==> src/rtl/mul_wb_buffer_pkg.sv <==
// Shared types and sizes for the multiplier writeback buffer.
package mul_wb_buffer_pkg;

   localparam int unsigned MUL_WB_DEPTH   = 8;
   localparam int unsigned THR_PER_CORE_W = 2;
   localparam int unsigned ROB_ID_W       = 6;
   localparam int unsigned PC_W           = 32;
   localparam int unsigned REG_ADDR_W     = 5;
   localparam int unsigned REG_DATA_W     = 32;

   typedef struct packed {
      logic misaligned;
      logic page_fault;
   } fetch_xcpt_t;

   typedef struct packed {
      logic illegal_instr;
   } decode_xcpt_t;

   typedef struct packed {
      logic overflow;
   } mul_xcpt_t;

   typedef struct packed {
      logic [THR_PER_CORE_W-1:0] thread_id;
      logic [ROB_ID_W-1:0]       instr_id;
      logic [PC_W-1:0]           program_counter;
      logic [REG_ADDR_W-1:0]     dest_reg;
      logic [REG_DATA_W-1:0]     data_result;
      fetch_xcpt_t               xcpt_fetch;
      decode_xcpt_t              xcpt_decode;
      mul_xcpt_t                 xcpt_mul;
   } mul_wb_entry_t;

endpackage

==> src/rtl/mul_wb_fifo.sv <==
// Synchronous FIFO of writeback entries; head is read straight from storage.
// A push at full is accepted only alongside a pop; a pop at empty is ignored.
module mul_wb_fifo
   import mul_wb_buffer_pkg::*;
#(
   parameter int unsigned DEPTH = MUL_WB_DEPTH,
   parameter int unsigned PTR_W = $clog2(DEPTH)
) (
   input  logic                clock,
   input  logic                reset,
   input  logic                clear,
   input  logic                push,
   input  logic                pop,
   input  mul_wb_entry_t       wr_data,
   output mul_wb_entry_t       head,
   output logic                full,
   output logic                empty,
   output logic [PTR_W:0]      count
);

   localparam int unsigned CNT_W = PTR_W + 1;

   mul_wb_entry_t    mem_q [DEPTH];
   logic [PTR_W-1:0] wr_ptr_q;
   logic [PTR_W-1:0] rd_ptr_q;
   logic [CNT_W-1:0] count_q;
   logic             push_ok_c;
   logic             pop_ok_c;

   assign full      = (count_q == CNT_W'(DEPTH));
   assign empty     = (count_q == '0);
   assign count     = count_q;
   assign head      = mem_q[rd_ptr_q];
   assign pop_ok_c  = pop && !empty;
   assign push_ok_c = push && (!full || pop_ok_c);

   // Storage is cleared on reset so the head reads zero out of reset.
   always_ff @(posedge clock or posedge reset) begin
      if (reset) begin
         wr_ptr_q <= '0;
         rd_ptr_q <= '0;
         count_q  <= '0;
         for (int i = 0; i < int'(DEPTH); i++) begin
            mem_q[i] <= '0;
         end
      end else if (clear) begin
         wr_ptr_q <= '0;
         rd_ptr_q <= '0;
         count_q  <= '0;
      end else begin
         if (push_ok_c) begin
            mem_q[wr_ptr_q] <= wr_data;
            wr_ptr_q        <= wr_ptr_q + PTR_W'(1);
         end
         if (pop_ok_c) begin
            rd_ptr_q <= rd_ptr_q + PTR_W'(1);
         end
         count_q <= count_q + CNT_W'(push_ok_c) - CNT_W'(pop_ok_c);
      end
   end

endmodule

==> src/rtl/mul_wb_buffer.sv <==
// Multiplier writeback buffer: captures last-stage results, drains to the ROB,
// and back-pressures mul issue with credits. Optional flush: MUL_WB_FLUSH_EN.
module mul_wb_buffer
   import mul_wb_buffer_pkg::*;
#(
   parameter int unsigned DEPTH = MUL_WB_DEPTH,
   parameter int unsigned PTR_W = $clog2(DEPTH)
) (
   input  logic                      clock,
   input  logic                      reset,
`ifdef MUL_WB_FLUSH_EN
   input  logic                      flush_in,
`endif
   input  logic                      mul_issue_in,
   input  logic [THR_PER_CORE_W-1:0] thread_id_in,
   input  logic                      instr_valid_in,
   input  logic [ROB_ID_W-1:0]       instr_id_in,
   input  logic [PC_W-1:0]           program_counter_in,
   input  logic [REG_ADDR_W-1:0]     dest_reg_in,
   input  logic [REG_DATA_W-1:0]     data_result_in,
   input  fetch_xcpt_t               xcpt_fetch_in,
   input  decode_xcpt_t              xcpt_decode_in,
   input  mul_xcpt_t                 xcpt_mul_in,
   output logic                      mul_stall_out,
   output logic                      rob_valid_out,
   input  logic                      rob_ready_in,
   output logic [THR_PER_CORE_W-1:0] rob_thread_id_out,
   output logic [ROB_ID_W-1:0]       rob_instr_id_out,
   output logic [PC_W-1:0]           rob_program_counter_out,
   output logic [REG_ADDR_W-1:0]     rob_dest_reg_out,
   output logic [REG_DATA_W-1:0]     rob_data_result_out,
   output fetch_xcpt_t               rob_xcpt_fetch_out,
   output decode_xcpt_t              rob_xcpt_decode_out,
   output mul_xcpt_t                 rob_xcpt_mul_out,
   output logic                      err_overflow_out
);

   localparam int unsigned      CNT_W        = PTR_W + 1;
   localparam logic [CNT_W-1:0] FULL_CREDITS = CNT_W'(DEPTH);

   logic             flush_c;
   logic             issue_c;
   logic             push_c;
   logic             pop_c;
   logic             push_drop_c;
   logic             fifo_full;
   logic             fifo_empty;
   logic [PTR_W:0]   fifo_count;
   mul_wb_entry_t    wr_entry_c;
   mul_wb_entry_t    head;
   logic [CNT_W-1:0] credits_q;
   logic [CNT_W-1:0] credits_d;
   logic             err_q;
   logic             err_d;

`ifdef MUL_WB_FLUSH_EN
   assign flush_c = flush_in;
`else
   assign flush_c = 1'b0;
`endif

   // Flush swallows any issue, push or pop in the same cycle.
   assign issue_c     = mul_issue_in && !flush_c;
   assign push_c      = instr_valid_in && !flush_c;
   assign pop_c       = rob_valid_out && rob_ready_in && !flush_c;
   assign push_drop_c = push_c && fifo_full && !pop_c;

   always_comb begin
      wr_entry_c                 = '0;
      wr_entry_c.thread_id       = thread_id_in;
      wr_entry_c.instr_id        = instr_id_in;
      wr_entry_c.program_counter = program_counter_in;
      wr_entry_c.dest_reg        = dest_reg_in;
      wr_entry_c.data_result     = data_result_in;
      wr_entry_c.xcpt_fetch      = xcpt_fetch_in;
      wr_entry_c.xcpt_decode     = xcpt_decode_in;
      wr_entry_c.xcpt_mul        = xcpt_mul_in;
   end

   mul_wb_fifo #(
      .DEPTH (DEPTH),
      .PTR_W (PTR_W)
   ) u_fifo (
      .clock   (clock),
      .reset   (reset),
      .clear   (flush_c),
      .push    (push_c),
      .pop     (pop_c),
      .wr_data (wr_entry_c),
      .head    (head),
      .full    (fifo_full),
      .empty   (fifo_empty),
      .count   (fifo_count)
   );

   // Credits track in-flight plus buffered ops; issue at zero saturates.
   always_comb begin
      credits_d = credits_q;
      err_d     = err_q;
      if (flush_c) begin
         credits_d = FULL_CREDITS;
      end else if (issue_c && !pop_c) begin
         if (credits_q != '0) begin
            credits_d = credits_q - CNT_W'(1);
         end
      end else if (pop_c && !issue_c) begin
         credits_d = credits_q + CNT_W'(1);
      end
      if ((issue_c && (credits_q == '0)) || push_drop_c) begin
         err_d = 1'b1;
      end
   end

   always_ff @(posedge clock or posedge reset) begin
      if (reset) begin
         credits_q <= FULL_CREDITS;
         err_q     <= 1'b0;
      end else begin
         credits_q <= credits_d;
         err_q     <= err_d;
      end
   end

   assign mul_stall_out           = (credits_q == '0);
   assign err_overflow_out        = err_q;
   assign rob_valid_out           = !fifo_empty;
   assign rob_thread_id_out       = head.thread_id;
   assign rob_instr_id_out        = head.instr_id;
   assign rob_program_counter_out = head.program_counter;
   assign rob_dest_reg_out        = head.dest_reg;
   assign rob_data_result_out     = head.data_result;
   assign rob_xcpt_fetch_out      = head.xcpt_fetch;
   assign rob_xcpt_decode_out     = head.xcpt_decode;
   assign rob_xcpt_mul_out        = head.xcpt_mul;

   // A pop can only return a credit that an earlier issue consumed.
   a_credit_bound: assert property (@(posedge clock) disable iff (reset)
      !(pop_c && !issue_c && (credits_q == FULL_CREDITS)));

   a_count_bound: assert property (@(posedge clock) disable iff (reset)
      (fifo_count <= CNT_W'(DEPTH)));

endmodule

==> config.mk <==
export PLATFORM = sky130hd
export DESIGN_NAME = mul_wb_buffer
export DESIGN_NICKNAME = d
export VERILOG_FILES = /design/src/rtl/mul_wb_buffer_pkg.sv /design/src/rtl/mul_wb_fifo.sv /design/src/rtl/mul_wb_buffer.sv
export SDC_FILE = /design/constraint.sdc
export NUM_CORES = 1
export LEC_CHECK = 0
export CAP_MARGIN = 5
export CORE_MARGIN = 2
export CORE_UTILIZATION = 45
export DETAILED_ROUTE_END_ITERATION = 7
export HOLD_SLACK_MARGIN = 0.15
export PLACE_DENSITY = 0.73
export SETUP_SLACK_MARGIN = 0.4
export SYNTH_ARGS = -nofsm -noshare
export SYNTH_HDL_FRONTEND = slang
export SYNTH_SLANG_ARGS = --single-unit
==> constraint.sdc <==
create_clock -name clock -period 29.9 [get_ports clock]
set_input_delay 5.98 -clock clock [delete_from_list [all_inputs] [get_ports clock]]
set_output_delay 5.98 -clock clock [all_outputs]
set_load 0.01 [all_outputs]
==> flow_summary.json <==
{
  "status": "complete, no violations",
  "cap_viol_max_count": 0,
  "cp-start-kind": "flip-flop",
  "synthesis.nets": 1857,
  "r2r_start": "u_fifo.count[2]",
  "grt_antenna_before_repair": 4,
  "detail_route.first_pass.iterations": 5,
  "synth_edf_count": 0,
  "worstPathRequired_ns": 23.92,
  "clk_latency_ns": 0.61,
  "ys_types": 46,
  "min_from": "u_fifo.mem_q[355]",
  "yosys.area.top_type_share_pct": 55.6,
  "power.leakage_nw": 14.3,
  "holdWs_ns": 0.481,
  "async_flop_share_pct": 100,
  "post_cts_buffers": 0,
  "hp-class": "reg -> reg",
  "hold_viol_final": 0,
  "dp.cells": 2708,
  "ir_drop_uv": 62.1,
  "slew_violations": 0,
  "path_buf_inv": 3,
  "cts_tree": "yes",
  "grt-ovfl-total": 0,
  "cp_max_fo": 47,
  "cts_resized": 0,
  "die_h_um": 261,
  "cts_buffer_depth": 3,
  "hpwl_um": 37400,
  "cp_top_family": "buffers and inverters",
  "area_delta_synth_final_pct": 16.0,
  "layoutNonFillerInstCount": 2836,
  "htree_num_levels": 3,
  "synthCells": 1762,
  "start_util_pct": 45.4,
  "slew_headroom_pct": 25.3,
  "p_clk_share_pct": 20.7,
  "ioPinCount": 170,
  "crit_top_cell": "buf_4",
  "setup_viol": 0,
  "ant_nets": 0,
  "grt_max_degree": 106,
  "vias": 16049,
  "switchingPower_mw": 1.29,
  "synth_commonest_cells": "mux2_2, dfrtp_1, mux4_2, mux2_1, buf_2",
  "cts_root_buf": "clkbuf_16",
  "cts-hold-fix-buffers": 0,
  "avgRoutedWirePerCell_um": 23.0,
  "synth_area_sq_um": 29800,
  "grt_pass1_vias": 17913,
  "port_buffers": 169,
  "ys_top_cells_by_area": "dfrtp_1, mux2_2, mux4_2",
  "n_fill_cell": 5194,
  "setup-tns-final_ns": 0,
  "place_congestion": 0.733,
  "finalCritPeriodShare_pct": 35.8,
  "cp_cell_sequence": "buf_4 -> buf_4 -> mux4_2 -> mux2_2 -> clkdlybuf4s50_1",
  "r2r_setup_slack_ns": 26.16,
  "postSynthAreaPerCell_sq_um": 16.9,
  "synth_seq_cells": 663,
  "slowest_delay_ns": 1.02,
  "arrival_ns": 4.73,
  "die_x_um": 261,
  "synth_warnings": 0,
  "synth_top_area_cell": "dfrtp_1",
  "grtUsageTotal_pct": 19.7,
  "route.detailed.drc": 0,
  "internal_power_mw": 2.99,
  "min_period_ns": 10.71,
  "routed_wl_um": 65400,
  "seq_power_share_pct": 38.0,
  "combPwrFrac_pct": 41.4,
  "drive_above_1_share_pct": 50.2,
  "crit_path_start": "u_fifo.rd_ptr_q[0]",
  "path_clk_slew_ns": 0.05,
  "die_area_sq_um": 68300,
  "drtIter0Drc": 926,
  "synth_seq_area_share_pct": 55.7,
  "nets": 2013,
  "tightest_slew_ns": 1.12,
  "coreArea_sq_um": 65600,
  "power-per-cell-area_nw_per_um2": 124,
  "rsz0062_at_grt": "false",
  "vias_per_cell": 5.66,
  "yosysMostFrequentCell": "mux2_2",
  "timing.fmax_mhz": 93.4,
  "cp_slowest_cell": "dfrtp_4",
  "cts_buffers": 72,
  "worst-setup-path-type": "reg -> out",
  "clock_skew_ns": 0.0220,
  "p_sw_share_pct": 30.1,
  "grt_pass1_wl_um": 104000,
  "row_count": 94,
  "cp-end-kind": "primary output",
  "clock_sinks": 663,
  "synth_ff_type": "dfrtp_1"
}
cells in the final DEF (no fill, tap or decap), types with 3 or more instances in the layout:
| cell type | count |
|---|---|
| mux2_2 | 670 |
| dfrtp_1 | 659 |
| clkdlybuf4s50_1 | 169 |
| mux4_2 | 162 |
| clkbuf_16 | 73 |
| mux2_1 | 61 |
| buf_4 | 30 |
| clkbuf_1 | 16 |
| clkinv_2 | 13 |
| clkbuf_8 | 12 |
| inv_1 | 11 |
| ha_1 | 8 |
| xnor2_1 | 6 |
| nand2_1 | 6 |
| bufinv_16 | 5 |
| nand4b_1 | 4 |
| a21oi_4 | 4 |
| o21ai_0 | 4 |
| a211oi_1 | 4 |
| nand2b_1 | 3 |
| inv_6 | 3 |
| dfrtp_4 | 3 |
sequential cells by signal, indices dropped and copies added, names as in the netlist:
| register | cells |
|---|---|
| u_fifo.wr_ptr_q | 3 |
| u_fifo.rd_ptr_q | 3 |
| credits_q | 4 |
| u_fifo.count | 4 |
| err_overflow_out | 1 |
| u_fifo.mem_q | 648 |
cell families after synthesis:
family	after synthesis	synth area share, %
AOI/OAI and AO/OA	28	0.793
and+or+nand+nor	32	0.713
muxes	893	39.8
xor gates and xnor gates	7	0.206
buffers and inverters	130	2.38
adders and majority gates	9	0.403
DFF	663	55.7
worst reg2reg max path, cell delays in order, from the launching register on:
cell,delay (ns)
dfrtp_1,0.32
inv_1,0.06
ha_1,0.23
nand2b_1,0.34
a21oi_4,0.95
buf_4,0.55
buf_4,0.71
mux2_2,0.44
per-layer routing:
layer / wire [um] / GRT usage [%] / vias to the layer above
met5: 55 / 0 / -
met4: 1140 / 5.59 / 8
met3: 2800 / 3.38 / 87
met2: 31500 / 32.1 / 279
met1: 29800 / 27.5 / 8723
li1: - / - / 6952
power by group through the flow:
stage          clock network, mW  logic, mW  registers [mW]
4_1_cts                    0.910       1.81            1.62
5_1_grt                    0.949       1.91            1.68
3_3_place_gp                   0       1.75            1.60
3_5_place_dp                   0       1.80            1.64
2_1_floorplan                  0       1.30            1.51
6_report                   0.884       1.77            1.62
area by class of cell:
type | instances | area (sq um) | share of cell area (%)
flip-flops and latches | 663 | 16600 | 48.0
multi-input cells | 969 | 12600 | 36.3
clock buffers | 101 | 2050 | 5.93
repair buffers | 199 | 1920 | 5.54
well taps | 864 | 1080 | 3.13
clock inverters | 25 | 302 | 0.872
inverters | 13 | 56.3 | 0.163
diodes | 2 | 5.00 | 0.0145
through the flow:
stage / worst slack [ns] / power, mW / area, sq um / util [%]
floorplan: 5.34 / 2.82 / 29800 / -
global placement: 19.63 / 3.35 / 32200 / 49.1
detailed placement: 19.61 / 3.44 / 32200 / 49.1
CTS: 18.95 / 4.34 / 34600 / 52.7
global route: 18.75 / 4.54 / 34600 / 52.7
finish: 19.19 / 4.28 / 34600 / 52.7
worst paths after layout:
path / end / depth (start not counted)
worst max register to register: u_fifo.mem_q[134] / 7
worst max-delay path: rob_data_result_out[3] / 5
min in group asynchronous: u_fifo.mem_q[472] / 2
worst min-delay path: u_fifo.mem_q[355] / 1
max in group asynchronous: u_fifo.mem_q[22] / 5
worst min register to register: u_fifo.mem_q[355] / 1
Power figures use the tool's default switching activity.
